**config.mk**
```make
export PLATFORM = sky130hd
export DESIGN_NAME = btn_debounce
export DESIGN_NICKNAME = d
export VERILOG_FILES = /design/src/rtl/leds_pkg.sv /design/src/rtl/sync_2ff.sv /design/src/rtl/btn_debounce.sv
export SDC_FILE = /design/constraint.sdc
export NUM_CORES = 1
export LEC_CHECK = 0
export ABC_AREA = 1
export BUFFER_PORTS_ARGS = -buffer_cell sky130_fd_sc_hd__buf_2
export CAP_MARGIN = 20
export CORE_ASPECT_RATIO = 0.5
export CORE_MARGIN = 2
export CORE_UTILIZATION = 40
export DETAILED_ROUTE_END_ITERATION = 8
export SLEW_MARGIN = 20
export SYNTH_ARGS = -nofsm -noshare
export SYNTH_HDL_FRONTEND = slang
export SYNTH_SLANG_ARGS = --single-unit
```
**constraint.sdc**
```tcl
create_clock -name clk_50_i -period 3.25 [get_ports clk_50_i]
set_clock_uncertainty 0.1 [all_clocks]
set_input_delay 0.4875 -clock clk_50_i [delete_from_list [all_inputs] [get_ports clk_50_i]]
set_output_delay 0.4875 -clock clk_50_i [all_outputs]
set_load 0.02 [all_outputs]
```
**src/rtl/leds_pkg.sv**
```systemverilog
// Shared definitions for the button debouncer and the LED rotator it drives:
// debouncer state encoding and the default timing constants for a 50 MHz clock.
package leds_pkg;

    localparam int DEBOUNCE_CYCLES_DEF = 1_000_000;  // 20 ms
    localparam int LONG_CYCLES_DEF     = 50_000_000; // 1 s

    typedef enum logic [1:0] {
        IDLE       = 2'd0,
        DB_PRESS   = 2'd1,
        PRESSED    = 2'd2,
        DB_RELEASE = 2'd3
    } btn_state_e;

endpackage

```
**src/rtl/sync_2ff.sv**
```systemverilog
// Two-flop synchronizer for a single asynchronous level; RST_VAL is the value
// both flops take in reset so the output starts at a known idle level.
module sync_2ff #(
    parameter logic RST_VAL = 1'b0
) (
    input  logic clk,
    input  logic rst_n,
    input  logic d,
    output logic q
);

    logic meta;

    // NOTE: non-blocking assignments so the second flop samples the first flop's pre-edge value.
    always_ff @(posedge clk or negedge rst_n) begin
        if (!rst_n) begin
            meta <= RST_VAL;
            q    <= RST_VAL;
        end else begin
            meta <= d;
            q    <= meta;
        end
    end

endmodule

```
**src/rtl/btn_debounce.sv**
```systemverilog
// Push-button debouncer: synchronizes the raw button, debounces press and
// release, and emits registered press / release / long-press pulses.
module btn_debounce
    import leds_pkg::*;
#(
    parameter int DEBOUNCE_CYCLES = DEBOUNCE_CYCLES_DEF,
    parameter int LONG_CYCLES     = LONG_CYCLES_DEF,
    parameter bit BTN_ACTIVE_LOW  = 1'b1
) (
    input  logic clk_50_i,
    input  logic rst_n_i,
    input  logic btn_i,
    output logic btn_level_o,
    output logic press_o,
    output logic release_o,
    output logic long_o
);

    localparam int DW = $clog2(DEBOUNCE_CYCLES);
    localparam int HW = $clog2(LONG_CYCLES);
    localparam logic [DW-1:0] D_LAST = DW'(DEBOUNCE_CYCLES - 1);
    localparam logic [HW-1:0] H_LAST = HW'(LONG_CYCLES - 1);

    generate
        if (DEBOUNCE_CYCLES < 2 || LONG_CYCLES < 2) begin : g_param_check
            $error("btn_debounce: DEBOUNCE_CYCLES and LONG_CYCLES must both be >= 2");
        end
    endgenerate

    logic btn_sync;
    logic p;

    // Reset the synchronizer to the released level so reset never looks like a press.
    sync_2ff #(.RST_VAL(BTN_ACTIVE_LOW)) u_sync (
        .clk   (clk_50_i),
        .rst_n (rst_n_i),
        .d     (btn_i),
        .q     (btn_sync)
    );

    assign p = BTN_ACTIVE_LOW ? ~btn_sync : btn_sync;

    btn_state_e    state, state_nxt;
    logic [DW-1:0] dcnt, dcnt_nxt;
    logic [HW-1:0] hcnt, hcnt_nxt;
    logic          long_done, long_done_nxt;
    logic          level_nxt, press_nxt, release_nxt, long_nxt;

    always_comb begin
        // NOTE: every variable gets a default first, so no branch can infer a latch.
        state_nxt     = state;
        dcnt_nxt      = dcnt;
        hcnt_nxt      = hcnt;
        long_done_nxt = long_done;
        level_nxt     = btn_level_o;
        press_nxt     = 1'b0;
        release_nxt   = 1'b0;
        long_nxt      = 1'b0;

        case (state)
            IDLE: begin
                if (p) begin
                    state_nxt = DB_PRESS;
                    dcnt_nxt  = '0;
                end
            end
            DB_PRESS: begin
                if (!p) begin
                    state_nxt = IDLE;
                end else if (dcnt == D_LAST) begin
                    state_nxt     = PRESSED;
                    press_nxt     = 1'b1;
                    level_nxt     = 1'b1;
                    hcnt_nxt      = '0;
                    long_done_nxt = 1'b0;
                end else begin
                    dcnt_nxt = dcnt + 1'b1;
                end
            end
            PRESSED: begin
                // hcnt saturates at its last value; long_done limits long_o to one per press.
                if (!p) begin
                    state_nxt = DB_RELEASE;
                    dcnt_nxt  = '0;
                end else if (hcnt != H_LAST) begin
                    hcnt_nxt = hcnt + 1'b1;
                end else if (!long_done) begin
                    long_nxt      = 1'b1;
                    long_done_nxt = 1'b1;
                end
            end
            DB_RELEASE: begin
                if (p) begin
                    state_nxt = PRESSED;
                end else if (dcnt == D_LAST) begin
                    state_nxt   = IDLE;
                    release_nxt = 1'b1;
                    level_nxt   = 1'b0;
                end else begin
                    dcnt_nxt = dcnt + 1'b1;
                end
            end
            default: state_nxt = IDLE;
        endcase
    end

    always_ff @(posedge clk_50_i or negedge rst_n_i) begin
        if (!rst_n_i) begin
            state       <= IDLE;
            dcnt        <= '0;
            hcnt        <= '0;
            long_done   <= 1'b0;
            btn_level_o <= 1'b0;
            press_o     <= 1'b0;
            release_o   <= 1'b0;
            long_o      <= 1'b0;
        end else begin
            state       <= state_nxt;
            dcnt        <= dcnt_nxt;
            hcnt        <= hcnt_nxt;
            long_done   <= long_done_nxt;
            btn_level_o <= level_nxt;
            press_o     <= press_nxt;
            release_o   <= release_nxt;
            long_o      <= long_nxt;
        end
    end

endmodule

```
=== Yosys cells after proc, flatten, opt, wreduce, memory -nomap -nowiden ===
Cells that the tools add are included.

* Add/sub/neg operators: 2
* Equality and inequality tests: 16
* Multiplexer cells: 36
* Reductions and logical operators: 8

{| class="wikitable"
|+ Operators with widths
! operator !! count
|-
| 2-to-1 mux 26 bit || 4
|-
| 2-to-1 mux 20 bit || 5
|-
| one-hot mux 20 bit (4 select lines) || 1
|-
| one-hot mux 26 bit (2 select lines) || 1
|-
| adder 26 x 1 -> 26 bit, second input constant || 1
|-
| inequality test 26 bit, second input constant || 1
|-
| adder 20 x 1 -> 20 bit, second input constant || 1
|-
| equality test 20 bit, second input constant || 1
|-
| 2-to-1 mux 1 bit || 16
|-
| AND reduction 5 bit || 3
|-
| inequality test 2 bit, second input constant || 7
|-
| 2-to-1 mux 2 bit || 6
|-
| one-hot mux 2 bit (4 select lines) || 1
|-
| AND reduction 4 bit || 2
|-
| equality test 2 bit, second input constant || 2
|-
| inequality test 2 x 1 -> 1 bit, second input constant || 2
|-
| one-hot mux 1 bit (2 select lines) || 2
|-
| nonzero test 2 bit || 2
|-
| inequality test 3 x 2 -> 1 bit, second input constant || 1
|-
| inequality test 3 bit, second input constant || 1
|-
| equality test 2 x 1 -> 1 bit, second input constant || 1
|-
| logical NOT 2 bit || 1
|}

* Register bits after elaboration: 55
* Input port bits: 3
* Output and inout port bits: 4
* Logic and storage cells: 72

=== Longest topological paths before layout ===
* Word-level depth: 4
* Depth in mapped cells: 12
* Gate-level depth less buffers: 11

=== By module ===
A second synthesis with hierarchy kept.

* Cells, all modules: 512
* Area, all modules: 3494.6 µm²

{| class="wikitable"
|+ Modules (own cells, without submodules)
! module !! times used !! cells an instance !! area an instance (µm²) !! seq. area each (µm²)
|-
| btn_debounce || 1 || 510 || 3442.1 || 1326.3
|-
| sync_2ff || 1 || 2 || 52.6 || 52.6
|}

=== Least setup slack after synthesis ===
No wires, ideal clock.

* Path kind: register -> register
* From: reg dcnt[0]
* To: reg hcnt[13]
* Library setup time: 117 ps
* Data arrival time: 1655 ps
* Data required time: 3033 ps
* Setup slack: 1379 ps
* Stages on the path, launching flop included: 10
* Buffers on the path: 1
* Period minus slack after synthesis: 1871 ps
* Cell sequence: dfrtp_1 > ha_1 > nand3_2 > nor2_2 > nand3_2 > a21oi_4 > nand2_8 > buf_12 > nand2_2 > nand2_1

* Cells in the longest elaborated chain, start to end: 3

{| class="wikitable"
|+ RTL lines
! element !! line !! RTL
|-
| start, declared || btn_debounce.sv:44 || <nowiki>logic [DW-1:0] dcnt, dcnt_nxt;</nowiki>
|-
| start signal, assigned || btn_debounce.sv:119 || <nowiki>dcnt <= dcnt_nxt;</nowiki>
|-
| equality test 20 bit || btn_debounce.sv:70 || <nowiki>end else if (dcnt == D_LAST) begin</nowiki>
|-
| inequality test 2 bit (no source line) || - ||
|-
| AND reduction 5 bit (no source line) || - ||
|-
| end signal, assigned || btn_debounce.sv:120 || <nowiki>hcnt <= hcnt_nxt;</nowiki>
|-
| end, declared || btn_debounce.sv:45 || <nowiki>logic [HW-1:0] hcnt, hcnt_nxt;</nowiki>
|}

No other way between the ends.
A chain may end at the register's enable or synchronous reset.

=== Worst setup path after layout ===
* From: reg dcnt[0]
* To: reg dcnt[11]

* Cells in the longest elaborated chain, start to end: 4
* Elaborated cells between the ends (all ways): 6
* Those cells by class: add/sub (1); eq/ne (1); mux (4)

{| class="wikitable"
|+ RTL lines
! element !! line !! RTL
|-
| adder 20 x 1 -> 20 bit / equality test 20 bit (equally long branches) || - ||
|-
| 2-to-1 mux 20 bit (*) || btn_debounce.sv:70, btn_debounce.sv:95 ||
|-
| 2-to-1 mux 20 bit (on tied branches) || btn_debounce.sv:93, btn_debounce.sv:68 ||
|-
| one-hot mux 20 bit (4 select lines) (*) || btn_debounce.sv:60 || <nowiki>case (state)</nowiki>
|}

Mark *: on every way between the ends. The rest lies on a longest branch, timed or not. The select of a mux whose other input is x is not followed.

==> out/qor.csv <==
stage;metric;value;unit
yosys;yosysWarnings;0;
sta;min_period_over_period;70.30;%
clocking;h-tree-depth;2;
detailed_routing;first_iter_violations;181;
sta;slew_headroom;42.60;%
critical_path;reg2reg_depth;8;
placement;place_congestion;0.8876;
final_layout;syn_to_final_growth;7.451;%
clocking;cts_buffers;5;
die;rows;24;
detailed_routing;vias_per_cell;4.733;
grt;grt_use_met1;23.77;%
die;die_h;70.24;um
placement;placed_cells;624;
yosys;synth_top_family_by_area;simple AND/OR/NAND/NOR gates;
die;dieArea;9585;um2
detailed_routing;drc;0;
yosys;synthSimpleGateAreaFrac;44.10;%
clocking;cts_hold_buf;0;
final_layout;instances_no_fill;632;
placement;io_buffers;6;
critical_path;r2r_end;dcnt[11];
clocking;clk_pin_slew_worst_paths;0.07;ns
yosys;syn_nets;513;
placement;place_area;3626;um2
sta;setup_slack;0.9652;ns
pwr;pwr-share-comb;4.1;%
sta;drv_slew;0;
clocking;clock_sinks;55;
critical_path;r2r_start;dcnt[0];
grt;grt_pass1_vias;2736;
yosys;syn_area_per_cell;6.909;um2
yosys;synth_top_area_share;37.79;%
die;start_util;40.72;%
placement;place_ws;0.9347;ns
pwr;p_sw_share;24.25;%
grt;use_met3;4.357;%
clocking;post-cts-setup-buffers;0;
clocking;tritoncts;done;
grt;met2_usage;27.17;%
yosys;ys_seq_elements;55;
sta;fin_crit;2.285;ns
yosys;yosys-top-cells-count;nand2_1 (180), nor2_1 (73), dfrtp_1 (53), nand3_1 (46), inv_1 (42);
yosys;synth_edf_count;0;
clocking;clk_path_buf_depth;2;
detailed_routing;drtAntennaViolNets;0;
detailed_routing;wire_per_inst;11.74;um
clocking;cts_root_buf;clkbuf_16;
critical_path;crit_start;dcnt[0];
clocking;cts_resized;0;
yosys;synthXorXnorAreaFrac;4.991;%
grt;antenna_found_initial;0;
yosys;synth_compound_area_share;3.850;%
final_layout;nNetsFinal;519;
final_layout;stdcell_area;3771;um2
yosys;muxShareOfSynthArea;0;%
critical_path;cp.arrival;2.36;ns
die;core;8618;um2
sta;worstMarginPinSlew;0.8610;ns
yosys;yosysMostFrequentCell;nand2_1;
yosys;synthAdderAreaFrac;0.7130;%
detailed_routing;dr.pass1.iters;4;
grt;grt_start_max_net_pins;34;
pwr;power_density;345.5;nW/um2
pwr;p_seq_share;53.9;%
final_layout;drive_gt1_share;12.23;%
sta;hold_violations;0;
sta;setup_viol;0;
pwr;p_int;986.9;uW
detailed_routing;num_vias;2991;
critical_path;start_kind;register;
outcome;outcome;finished clean;
critical_path;crit_fanout;25;
pwr;ir_worst_vdd;0.2290;mV
grt;grt-ovfl-total;0;
clocking;clkLatencyLatePin;0.30;ns
yosys;synthFlopType;dfrtp_1;
critical_path;crit_required;3.33;ns
pwr;power;1.303;mW
yosys;yosysSeqAreaShare;39.29;%
grt;grt_pass1_wl;13.00;mm
sta;max_freq;437.7;MHz
yosys;syn_inst;508;
die;die_w;136.5;um
pwr;p_leak;1.751;nW
grt;top_usage_layer;met2;
critical_path;r2r_setup_slack;0.97;ns
flow_run;max_cap_violations;0;
yosys;synth_area_leaders;dfrtp_1 (38%), nand2_1 (19%), nor2_1 (7.8%), nand3_1 (6.6%), inv_1 (4.5%);
final_layout;antennaDiodeCount;0;
hold_path;min_path_type;in2async;
grt;track_usage;17.27;%
pwr;pwr-share-clk;42.1;%
critical_path;path_class;reg2reg;
placement;place_hpwl;5.338;mm
yosys;yosys.area.top_type;dfrtp_1;
sta;finalSetupTns;0;ns
yosys;synth_area;3510;um2
sta;rsz0062_at_grt;no;
die;ioPinCount;7;
detailed_routing;wl;7.417;mm
pwr;power_switching;315.9;uW
yosys;synth_cell_types;31;
critical_path;cp-end-kind;register;
yosys;synth-async-reset-ratio;100.0;%
[power by group through the flow]
stage / registers, mW / logic (mW) / clock network [mW]
2_1_floorplan: 0.711 / 0.0374 / 0
3_3_place_gp: 0.715 / 0.0548 / 0
3_5_place_dp: 0.715 / 0.0553 / 0
4_1_cts: 0.702 / 0.0554 / 0.564
5_1_grt: 0.703 / 0.0621 / 0.593
6_report: 0.702 / 0.0530 / 0.548
[sequential cells by signal, indices dropped and copies added, names as in the netlist, named ones only]
name,cells
hcnt,26
dcnt,20
btn_level_o,1
long_done,1
long_o,1
press_o,1
release_o,1
state,1
u_sync.meta,1
u_sync.q,1
[metal layers]
layer  vias to the layer above  wire length, um
met1                      1371             3768
met2                        27             3324
met3                         5              245
met4                         0               78
met5                         -                0
li1                       1588                -
[critical path, stage by stage (launching register included)]
cell,delay (ns)
dfrtp_1,0.43
ha_1,0.32
nand3_2,0.16
nor2_2,0.15
nand4_1,0.18
nand2_2,0.39
inv_2,0.22
nand2_1,0.11
o21ai_0,0.08
[area by class of cell]
type                            instances  area (um2)
Clock inverter                          3       20.02
Multi-Input combinational cell        397        1883
Fill cell                             892        4847
Timing Repair Buffer                    7       37.54
Inverter                               48       180.2
Sequential cell                        55        1379
Tap cell                              117       146.4
Clock buffer                            5       125.1
[worst max path at each step]
stage          depth (start not counted)       end  slack [ns]
2_1_floorplan                          9  hcnt[13]        1.38
3_3_place_gp                           8  dcnt[11]        1.02
3_5_place_dp                           8  dcnt[11]        0.93
4_1_cts                                8  dcnt[11]        0.93
5_1_grt                                8  dcnt[10]        0.68
6_report                               8  dcnt[11]        0.97
[through the flow]
step | utilization, % | hold slack, ns
2_1_floorplan | - | 0.09191
3_3_place_gp | 42.07 | 0.2471
3_5_place_dp | 42.07 | 0.2546
4_1_cts | 43.76 | 0.08158
5_1_grt | 43.76 | 0.1142
6_report | 43.76 | 0.06218
[cells by family (layout without fill, tap and decap cells)]
kind of cell	count (synthesis)	count (layout)
xor+xnor	20	20
fa+ha+maj	2	2
simple gates	352	352
buf+inv	56	63
flops	55	55
compound gates	23	23
[cells in the final DEF, fill, tap and decap left out, types with 2 or more instances in the layout]
cell type   count
nand3_1        46
inv_2           5
ha_1            2
xor2_1         16
o21ai_0        18
nor3_1          2
dfstp_2         2
or2_2           2
clkinvlp_4      2
nand2_2        25
nand4_1         9
nand2_1       180
dfrtp_1        53
o21bai_1        2
xnor2_1         4
nor2_4          2
nand3_2         2
nor2_2          6
inv_1          42
clkbuf_16       5
buf_2           6
nor2_1         73
No activity file was read; power rests on OpenSTA's default activity.
